**src/rtl/mcu_output_scheduler.sv**
```systemverilog
// Per-sample sequencer for the MCU SPI output path: walks the enabled roll/pitch/yaw
// channels in order, pulsing write_enable and waiting (with timeout) for the MCU done handshake.
module mcu_output_scheduler #(
    parameter int unsigned TIMEOUT_CYCLES = 4096,
    parameter int unsigned TO_BITS        = 12
) (
    input  logic       clk,
    input  logic       n_rst,
    input  logic       configured_in,
    input  logic       sample_valid_in,
    input  logic [2:0] enable_mask_in,
    input  logic       done_in,
    input  logic       clear_overrun_in,
    output logic       write_enable_out,
    output logic [1:0] output_select_out,
    output logic       busy_out,
    output logic       frame_done_out,
    output logic       timeout_out,
    output logic       overrun_out
);

    localparam int unsigned         CH_BITS = 2;
    localparam logic [TO_BITS-1:0] TO_LAST = TO_BITS'(TIMEOUT_CYCLES - 1);

    generate
        if (TIMEOUT_CYCLES < 2 || ((TIMEOUT_CYCLES - 1) >> TO_BITS) != 0) begin : g_bad_params
            $error("mcu_output_scheduler: TIMEOUT_CYCLES must be >= 2 and fit in TO_BITS");
        end
    endgenerate

    typedef enum logic [2:0] {
        ST_UNCONF,
        ST_IDLE,
        ST_ISSUE,
        ST_WAIT_DONE,
        ST_FEND
    } state_t;

    state_t             state;
    logic [2:0]         mask;
    logic [TO_BITS-1:0] to_cnt;

    logic               first_found;
    logic [CH_BITS-1:0] first_sel;
    logic               next_found;
    logic [CH_BITS-1:0] next_sel;
    logic [2:0]         above;
    logic [2:0]         remaining;

    // Lowest enabled channel of an incoming sample's mask.
    always_comb begin
        first_found = |enable_mask_in;
        first_sel   = 2'd0;
        if (enable_mask_in[0]) begin
            first_sel = 2'd0;
        end else if (enable_mask_in[1]) begin
            first_sel = 2'd1;
        end else if (enable_mask_in[2]) begin
            first_sel = 2'd2;
        end
    end

    // Next enabled channel strictly after the one currently selected.
    always_comb begin
        above = 3'b000;
        case (output_select_out)
            2'd0:    above = 3'b110;
            2'd1:    above = 3'b100;
            default: above = 3'b000;
        endcase
        remaining  = mask & above;
        next_found = |remaining;
        next_sel   = 2'd0;
        if (remaining[1]) begin
            next_sel = 2'd1;
        end else if (remaining[2]) begin
            next_sel = 2'd2;
        end
    end

    always_ff @(posedge clk or posedge n_rst) begin
        if (n_rst) begin
            state             <= ST_UNCONF;
            mask              <= 3'b000;
            to_cnt            <= '0;
            write_enable_out  <= 1'b0;
            output_select_out <= 2'b00;
            busy_out          <= 1'b0;
            frame_done_out    <= 1'b0;
            timeout_out       <= 1'b0;
            overrun_out       <= 1'b0;
        end else begin
            write_enable_out <= 1'b0;
            frame_done_out   <= 1'b0;
            timeout_out      <= 1'b0;

            // A new overrun outranks a simultaneous clear.
            if (sample_valid_in && (state == ST_ISSUE || state == ST_WAIT_DONE)) begin
                overrun_out <= 1'b1;
            end else if (clear_overrun_in) begin
                overrun_out <= 1'b0;
            end

            case (state)
                ST_UNCONF: begin
                    if (configured_in) begin
                        state <= ST_IDLE;
                    end
                end

                ST_IDLE, ST_FEND: begin
                    if (sample_valid_in) begin
                        mask <= enable_mask_in;
                        if (first_found) begin
                            state             <= ST_ISSUE;
                            output_select_out <= first_sel;
                            write_enable_out  <= 1'b1;
                            busy_out          <= 1'b1;
                        end else begin
                            state          <= ST_FEND;
                            frame_done_out <= 1'b1;
                            busy_out       <= 1'b0;
                        end
                    end else begin
                        state <= ST_IDLE;
                    end
                end

                ST_ISSUE: begin
                    state  <= ST_WAIT_DONE;
                    to_cnt <= '0;
                end

                ST_WAIT_DONE: begin
                    // Terminal count without done abandons the channel; done always wins.
                    if (done_in || to_cnt == TO_LAST) begin
                        timeout_out <= ~done_in;
                        if (next_found) begin
                            state             <= ST_ISSUE;
                            output_select_out <= next_sel;
                            write_enable_out  <= 1'b1;
                        end else begin
                            state          <= ST_FEND;
                            frame_done_out <= 1'b1;
                            busy_out       <= 1'b0;
                        end
                    end else begin
                        to_cnt <= to_cnt + TO_BITS'(1);
                    end
                end

                default: begin
                    state <= ST_UNCONF;
                end
            endcase
        end
    end

endmodule

```
**config.mk**
```make
export PLATFORM = sky130hd
export DESIGN_NAME = mcu_output_scheduler
export DESIGN_NICKNAME = d
export VERILOG_FILES = /design/src/rtl/mcu_output_scheduler.sv
export SDC_FILE = /design/constraint.sdc
export NUM_CORES = 1
export LEC_CHECK = 0
export CAP_MARGIN = 20
export CORE_UTILIZATION = 23
export CTS_BUF_LIST = sky130_fd_sc_hd__clkbuf_16
export CTS_CLUSTER_SIZE = 10
export DETAILED_ROUTE_END_ITERATION = 7
export DONT_BUFFER_PORTS = 1
export HOLD_SLACK_MARGIN = 0.05
export MAX_ROUTING_LAYER = met4
export PLACE_DENSITY = 0.43
export SLEW_MARGIN = 0
export SYNTH_ARGS = -nofsm -noshare
export SYNTH_HDL_FRONTEND = slang
export SYNTH_SLANG_ARGS = --single-unit
```
**constraint.sdc**
```tcl
create_clock -name clk -period 1.75 [get_ports clk]
set_input_delay 0.0875 -clock clk [delete_from_list [all_inputs] [get_ports clk]]
set_output_delay 0.0875 -clock clk [all_outputs]
set_load 0.02 [all_outputs]
```
==> qor.yml <==
ys_types: 44
gp_congestion: 0.765
synth_seq_cells: 24
ys_warn_count: 0
crit_type: "reg -> reg"
port-buffer-count: 0
drive_gt1_share_pct: 28.0
synth_cells: 131
chipWidth_um: 78.3
synth-seq-area-share_pct: 44.9
boundaryPins: 16
p_sw_mw: 0.860
die_area_um2: 6130
relSlewSlack_pct: 71.3
r2r_slack_ps: 90
cp_common_cell: "buf_4"
place_area_um2: 1590
min_period_over_period_pct: 94.6
multiInputGateArea_um2: 731
power_frac_seq_pct: 35.8
synthFlopType: "dfrtp_1"
place_inst: 222
synth_nets: 141
worst_path_max_delay_cell: "dfrtp_1"
regArea_um2: 602
pre_cts_ws_ps: 44.7
start_util_pct: 24.0
htreeDepth: 1
p_total_mw: 2.36
areaGrowthSynthToFinish_pct: 32.4
cellPowerDensity_nw_per_um2: 1330
root_buffer: "clkbuf_16"
via_per_inst: 4.84
layout_min_cycle_time_ps: 1660
ir_drop_uv: 588
antenna_left: 0
clock_power_share_pct: 20.6
cts_tree: "built"
core_um2: 5570
syn_area_um2: 1340
synth-edff-count: 0
wl_per_cell_um: 14.3
setup_tns_ps: 0
rsz0062_at_grt: "yes"
fin_worst_skew_ps: 2.85
fmax_ghz: 0.604
rows: 27
combPwrFrac_pct: 43.7
finalHoldViolCount: 0
vias: 1128
n_antenna_cell: 0
crit_arrival_ps: 1800
die_h_um: 78.3
grt_overflow_total: 0
grt_max_degree: 25
cp-end-kind: "flop"
final_max_slew_viol_count: 0
hp-class: "in -> reg"
hpwl_mm: 2.42
avgSynthCellArea_um2: 10.2
grt_use_total_pct: 12.4
required_ps: 1890
wirelength_mm: 3.34
crit_fanout: 5
clk_latency_ps: 250
fin_nets: 173
worst_slew_pin_slew_ps: 430
setup_viol: 0
firstDrtPassIters: 4
initialDrtViolationCount: 91
drc: 0
filler_cell_count: 592
grt_pass1_vias: 1195
async_flop_share_pct: 100
cts.clk_slew.worst_paths_ps: 60
clock-sinks: 24
fin_cells: 233
start_kind: "flop"
postLayoutCellArea_um2: 1770
worst_slack_ps: 94.8
antenna_found_initial: 0
power.internal_mw: 1.50
path_cells: "nand4_2 -> buf_4 -> o31ai_2 -> buf_4 -> o211ai_1 -> a22o_1"
leakagePower_nw: 0.716
grt_pass1_wl_mm: 5.75
clk_path_buf_depth: 2
p_sw_share_pct: 36.5
crit_path_max_incr_delay_ps: 390
status: "finished, final reports clean"
drv_cap: 0
numCtsBuffers: 3
-- cells in the final DEF (no fill, tap or decap), drive strengths merged, types with 2 or more instances in the layout --
master / n
o31ai: 7
mux2: 3
o21ai: 3
inv: 9
nand2b: 3
dlygate4sd3: 5
a21oi: 7
clkbuf: 3
nand2: 7
buf: 25
nor4: 2
nor2b: 4
xnor2: 2
nand4: 2
nor2: 6
or4: 4
a22o: 3
or3: 3
nand3: 8
nor3b: 5
o211ai: 4
dfrtp: 24
nor3: 6
-- logic make-up after synthesis --
family | after synthesis | share of synthesized area (%)
buffers and inverters | 12 | 3.83
AO/OA/AOI/OAI | 32 | 17.9
AND/OR/NAND/NOR | 56 | 27.9
multiplexers | 4 | 3.27
XOR/XNOR | 2 | 1.31
flip-flops | 24 | 44.9
adder cells (fa/ha/maj) | 1 | 0.934
-- cell type report --
class / count / share of cell area, %
inverter: 9 / 1.91
clock buffer: 3 / 4.23
tap: 72 / 5.08
sequential: 24 / 33.9
multi-input combinational: 95 / 41.2
timing repair buffer: 30 / 13.6
-- synth_stat cells (all sizes together), types with 2 or more instances --
master | n | area [um2]
a21oi | 7 | 35.0
a22o | 3 | 26.3
buf | 3 | 17.5
dfrtp | 24 | 601
inv | 9 | 33.8
mux2 | 3 | 33.8
nand2 | 7 | 26.3
nand2b | 3 | 18.8
nand3 | 8 | 40.0
nand4 | 2 | 33.8
nor2 | 6 | 22.5
nor2b | 4 | 25.0
nor3 | 6 | 35.0
nor3b | 5 | 53.8
nor4 | 2 | 12.5
o211ai | 4 | 30.0
o21ai | 3 | 15.0
o31ai | 7 | 66.3
or3 | 3 | 18.8
or4 | 4 | 30.0
xnor2 | 2 | 17.5
-- registers in the layout (all words and copies together) (netlist names) --
signal and cells:
busy_out 1, frame_done_out 1, mask 2, output_select_out 2
overrun_out 1, state 3, timeout_out 1, to_cnt 12
write_enable_out 1
-- repair_timing --
action	CTS	global route
hold buffers	5	0
setup endpoints to repair	0	11
buffers inserted	0	3
hold endpoints to repair	27	0
resized for setup	0	7
-- through the flow --
step                      hold WS [ps]  util, %
final                             70.8     31.8
after detailed placement          56.6     28.6
after CTS                         74.6     30.8
after global placement            51.7     28.6
after global routing              83.5     31.8
after floorplan                    102        -
-- power by group through the flow --
stage | registers (mW) | clock network (mW) | logic [mW]
2_1_floorplan | 0.865 | 0 | 0.585
3_3_place_gp | 0.846 | 0 | 0.960
3_5_place_dp | 0.843 | 0 | 0.977
4_1_cts | 0.838 | 0.502 | 0.998
5_1_grt | 0.865 | 0.517 | 1.16
6_report | 0.844 | 0.485 | 1.03
-- layer usage --
layer / up-vias / global-route usage [%] / wire [um]
li1: 555 / - / -
met1: 552 / 15.3 / 1580
met2: 19 / 20.8 / 1620
met3: 2 / 2.44 / 125
met4: 0 / 2.78 / 17
met5: - / - / 0
-- final timing paths --
path / depth (start not counted) / start / end
max reg2reg: 6 / to_cnt[10] / state[1]
min reg2reg: 1 / mask[1] / mask[1]
max in group asynchronous: 3 / n_rst / to_cnt[1]
min in group asynchronous: 3 / n_rst / busy_out
min: 2 / enable_mask_in[2] / state[1]
max: 6 / to_cnt[10] / state[1]
-- critical path, delay by kind of cell (launching register included) --
| kind | cells | cell delay [ps] |
|---|---|---|
| buffers and inverters | 2 | 370 |
| AO/OA/AOI/OAI | 3 | 620 |
| AND/OR/NAND/NOR | 1 | 180 |
| flip-flops | 1 | 390 |
Power figures use the tool's default switching activity.
